File: src/rtl/stepdir_monitor.sv
// Step/dir monitor: rebuilds position from step rises and
// flags pulse and dir timing that breaks steptime/dirtime.
module stepdir_monitor #(
  parameter int W  = 20,
  parameter int TW = 8
) (
  input  logic          clk,
  input  logic          reset,
  input  logic          step,
  input  logic          dir,
  input  logic [TW-1:0] steptime,
  input  logic [TW-1:0] dirtime,
  input  logic          latch,
  input  logic          clr_err,
  output logic [W-1:0]  pos,
  output logic [W-1:0]  pos_latched,
  output logic          err_high,
  output logic          err_low,
  output logic          err_setup,
  output logic          err_hold,
  output logic          err_any
);

  localparam logic [TW-1:0] SAT  = '1;
  localparam logic [TW-1:0] CONE = {{(TW-1){1'b0}}, 1'b1};
  localparam logic [W-1:0]  PONE = {{(W-1){1'b0}}, 1'b1};

  logic          sp;
  logic          dp;
  logic [TW-1:0] hi_cnt;
  logic [TW-1:0] lo_cnt;
  logic [TW-1:0] dir_cnt;

  logic          rise;
  logic          fall;
  logic          dchg;
  logic [TW-1:0] dage;
  logic          v_low;
  logic          v_high;
  logic          v_setup;
  logic          v_hold;
  logic [W-1:0]  pos_nxt;

  function automatic logic [TW-1:0] sat_inc(
    input logic [TW-1:0] v
  );
    return (v == SAT) ? v : v + CONE;
  endfunction

  always_comb begin
    rise    = step & ~sp;
    fall    = ~step & sp;
    dchg    = dir ^ dp;
    dage    = dchg ? '0 : dir_cnt;
    v_low   = rise & (lo_cnt < steptime);
    v_setup = rise & (dage < dirtime);
    v_high  = fall & (hi_cnt < steptime);
    // a dir edge landing on the rise is a setup fault only
    v_hold  = dchg & ~rise &
              (sp | (lo_cnt < dirtime));
    pos_nxt = pos;
    if (rise)
      pos_nxt = dir ? pos + PONE : pos - PONE;
  end

  always_ff @(posedge clk) begin
    if (reset) begin
      sp          <= 1'b0;
      dp          <= 1'b0;
      hi_cnt      <= SAT;
      lo_cnt      <= SAT;
      dir_cnt     <= SAT;
      pos         <= '0;
      pos_latched <= '0;
      err_high    <= 1'b0;
      err_low     <= 1'b0;
      err_setup   <= 1'b0;
      err_hold    <= 1'b0;
      err_any     <= 1'b0;
    end else begin
      sp      <= step;
      dp      <= dir;
      hi_cnt  <= step ? sat_inc(hi_cnt) : '0;
      lo_cnt  <= step ? '0 : sat_inc(lo_cnt);
      dir_cnt <= dchg ? CONE : sat_inc(dir_cnt);
      pos     <= pos_nxt;
      if (latch)
        pos_latched <= pos_nxt;
      err_high  <= v_high  | (err_high  & ~clr_err);
      err_low   <= v_low   | (err_low   & ~clr_err);
      err_setup <= v_setup | (err_setup & ~clr_err);
      err_hold  <= v_hold  | (err_hold  & ~clr_err);
      err_any   <= err_high | err_low |
                   err_setup | err_hold;
    end
  end

endmodule

File: config.mk
export PLATFORM = sky130hd
export DESIGN_NAME = stepdir_monitor
export DESIGN_NICKNAME = d
export VERILOG_FILES = /design/src/rtl/stepdir_monitor.sv
export SDC_FILE = /design/constraint.sdc
export NUM_CORES = 1
export LEC_CHECK = 0
export ABC_AREA = 1
export BUFFER_PORTS_ARGS = -buffer_cell sky130_fd_sc_hd__buf_4
export CAP_MARGIN = 20
export CORE_ASPECT_RATIO = 1.1
export CORE_MARGIN = 1
export CORE_UTILIZATION = 38
export DETAILED_ROUTE_END_ITERATION = 8
export PLACE_DENSITY_LB_ADDON = 0.25
export SYNTH_ARGS = -nofsm -noshare
export SYNTH_HDL_FRONTEND = slang
export SYNTH_SLANG_ARGS = --single-unit
File: constraint.sdc
create_clock -name clk -period 2.56 [get_ports clk]
set_input_delay 0.384 -clock clk [delete_from_list [all_inputs] [get_ports clk]]
set_output_delay 0.384 -clock clk [all_outputs]
set_load 0.005 [all_outputs]
==> impl_metrics.py <==
metrics = {
    "status": {
        "status": "completed",
    },
    "routing": {
        "vias": 4671,
        "vias_per_cell": 4.96,
        "detail-route-antenna-nets": 0,
        "drc_errors": 0,
        "dr.pass1.iters": 4,
        "drt_first_iter_violations": 123,
        "drt-wirelength-per-cell_um": 13.1,
        "wl_mm": 12.3,
    },
    "sta": {
        "finalHoldWorstSlack_ps": 331,
        "worstMarginPinSlew_ps": 493,
        "relSlewSlack_pct": 67.1,
        "setup_viol": 0,
        "period_minus_slack_ps": 1910,
        "final.setup.tns_ps": 0,
        "hold_viol_final": 0,
        "rsz0062_at_grt": "no",
        "period_share_pct": 74.4,
        "fmax_mhz": 525,
        "finalClockSkew_ps": 9.68,
        "slew_viol_final": 0,
    },
    "clocking": {
        "cts_setup_buffers": 0,
        "cts_made_buffers": 9,
        "cts_resized": 0,
        "cts_hold_buf": 0,
        "cts.sinks": 71,
        "cts_root_buf": "clkbuf_16",
        "path_clk_slew_ps": 60,
        "clkLatencyLatePin_ps": 350,
        "cts_tree": "built",
        "clock_path_buffers": 2,
        "htreeDepth": 3,
    },
    "logic_synthesis": {
        "yosys_register_bits": 71,
        "netlist_area_um2": 4820,
        "synth_ff_type": "dfxtp_1",
        "ys_types": 36,
        "yosysTopAreaCellShare_pct": 29.5,
        "yosys-top-cells-count": "nand2_1 (178), inv_1 (112), dfxtp_1 (71), nor2_1 (68), nand3_1 (57)",
        "async_flop_share_pct": 0,
        "synth_nets": 792,
        "synth.area.top_cells": "dfxtp_1 (29%), nand2_1 (14%), ha_1 (13%)",
        "yosysMostFrequentCell": "nand2_1",
        "syn_inst": 720,
        "synth_edf_count": 0,
        "yosysWarnings": 0,
        "avgSynthCellArea_um2": 6.70,
        "yosysSeqAreaShare_pct": 29.5,
        "synth_top_cell_by_area": "dfxtp_1",
    },
    "floorplan": {
        "io_pins": 67,
        "rows": 42,
        "die-width_um": 109,
        "die_area_um2": 13100,
        "core_um2": 12200,
        "initial_core_util_pct": 39.6,
        "die_h_um": 120,
    },
    "setup_path": {
        "path_cells": "buf_4 > inv_1 > buf_12 > ha_1 > nand2_1 > nand3_2 > nand2_1 > nand2_2 > nand2_1 > nand2_1 > or2_1 > nand3_2 > nand3_2 > nand2_1 > inv_1",
        "reg2regPathDepth": 11,
        "setup.worst_path.class": "input pin to register",
        "crit_arrival_ps": 2150,
        "crit_top_cell": "nand2_1",
        "endpoint": "pos_latched[9]$_SDFFE_PP0P_",
        "reg2reg_slack_ps": 670,
        "startpoint": "dir",
        "endpoint_kind": "register",
        "worst_r2r_endpoint": "pos_latched[12]$_SDFFE_PP0P_",
        "cp_slowest_cell": "ha_1",
        "max_stage_delay_ps": 380,
        "rr_startpoint": "pos[0]$_SDFF_PP0_",
        "cp_max_fo": 20,
        "cp-start-kind": "input pin",
        "cp_data_required_time_ps": 2800,
    },
    "placed_design": {
        "globalplace.congestion": 0.903,
        "dpl_cell_area_um2": 5490,
        "hpwl_mm": 9.38,
        "io_buffers": 66,
    },
    "grt": {
        "grt_pass1_wl_mm": 20.6,
        "grt_start_max_net_pins": 43,
        "grt-ovfl-total": 0,
        "antenna_found_initial": 0,
        "grt_pass1_vias": 4474,
        "grt_use_total_pct": 20.2,
    },
    "pwr": {
        "total_power_mw": 3.57,
        "peakVddDrop_mv": 0.382,
        "p_leak_nw": 3.15,
        "powerDensity_nw_per_um2": 618,
    },
    "cells_and_area": {
        "syn2layout_area_growth_pct": 19.9,
        "drive_gt1_share_pct": 15.2,
        "fillers": 1235,
        "layout.nets": 855,
        "diodes": 0,
        "fin_area_um2": 5780,
    },
    "hold_path": {
        "whs_path_depth": 2,
        "hold_path.class": "input pin to register",
    },
    "job": {
        "maxCapViolCount": 0,
    },
}
==> kinds of logic after synthesis <==
logic type,after synthesis,synth area share [%]
AO/OA/AOI/OAI,98,11.6
XOR/XNOR,12,2.18
adder cells (fa/ha/maj),50,13.1
buffers and inverters,136,10.9
flip-flops,71,29.5
multiplexers,1,0.208
AND/OR/NAND/NOR,352,32.5
==> how the worst min path moves through the flow <==
stage                                     start                     endpoint  slack [ps]
detailed placement  pos_latched[2]$_SDFFE_PP0P_  pos_latched[2]$_SDFFE_PP0P_         470
global route                               step       lo_cnt[0]$_SDFFE_PP1P_         330
floorplan               dir_cnt[3]$_SDFFE_PP1P_      dir_cnt[3]$_SDFFE_PP1P_         440
finish                                     step       lo_cnt[0]$_SDFFE_PP1P_         330
CTS                                        step       lo_cnt[0]$_SDFFE_PP1P_         320
global placement        dir_cnt[3]$_SDFFE_PP1P_      dir_cnt[3]$_SDFFE_PP1P_         460
==> flip-flops by register name, indices dropped and copies added, names as in the netlist <==
name         flops
dir_cnt          8
err_setup        1
hi_cnt           8
err_hold         1
err_low          1
sp               1
pos_latched     20
pos             20
err_high         1
dp               1
lo_cnt           8
err_any          1
==> layer usage <==
| metal | vias to the layer above | global-route usage, % | share of wire [%] |
|---|---|---|---|
| met5 | - | 0 | 0 |
| met4 | 0 | 7.25 | 1.9 |
| li1 | 2452 | - | - |
| met3 | 16 | 4.07 | 4.6 |
| met2 | 96 | 34.0 | 48 |
| met1 | 2107 | 25.2 | 46 |
==> power by group <==
group          switching [mW]  internal, mW
logic                   0.575         0.419
clock network           0.507         0.755
registers               0.103          1.22
==> layout make-up <==
class / count / area [um^2] / area share (%)
clock inverters: 7 / 73.8 / 1.28
multi-input cells: 513 / 2870 / 49.7
flip-flops and latches: 71 / 1420 / 24.6
inverters: 117 / 439 / 7.59
repair buffers: 71 / 558 / 9.65
well taps: 154 / 193 / 3.33
clock buffers: 9 / 225 / 3.89
==> per-stage QoR <==
step           utilization [%]  std cells  setup WS [ps]
2_1_floorplan                -        720            433
3_3_place_gp              45.0        926            322
3_5_place_dp              45.0        926            295
4_1_cts                   47.4        942            650
5_1_grt                   47.4        942            456
6_report                  47.4        942            654
==> layout by cell type, fill, tap and decap left out, types with 2 or more instances in the layout <==
| cell type | count |
|---|---|
| nand2_2 | 8 |
| a21oi_1 | 47 |
| nor3_1 | 2 |
| ha_1 | 49 |
| clkinv_4 | 3 |
| inv_1 | 112 |
| nor2_4 | 3 |
| nor2_2 | 3 |
| nand3_2 | 10 |
| clkinv_2 | 2 |
| buf_4 | 69 |
| nand2_1 | 178 |
| buf_12 | 2 |
| o21a_1 | 2 |
| o21ai_0 | 21 |
| xor2_1 | 6 |
| nand3b_1 | 2 |
| and2_1 | 4 |
| xnor2_1 | 6 |
| o31ai_1 | 4 |
| nor2_1 | 68 |
| a21oi_2 | 3 |
| inv_2 | 5 |
| dfxtp_1 | 71 |
| clkbuf_16 | 9 |
| nand3_1 | 57 |
| a31oi_1 | 3 |
| o211ai_1 | 10 |
| nand4_1 | 15 |
| o21ai_1 | 4 |
==> worst max-delay path: cells and delay by family <==
family	cells	cell delay, ps
buffers and inverters	4	360
adder cells (fa/ha/maj)	1	380
AND/OR/NAND/NOR	10	1010
(Power assumes the default switching activity.)
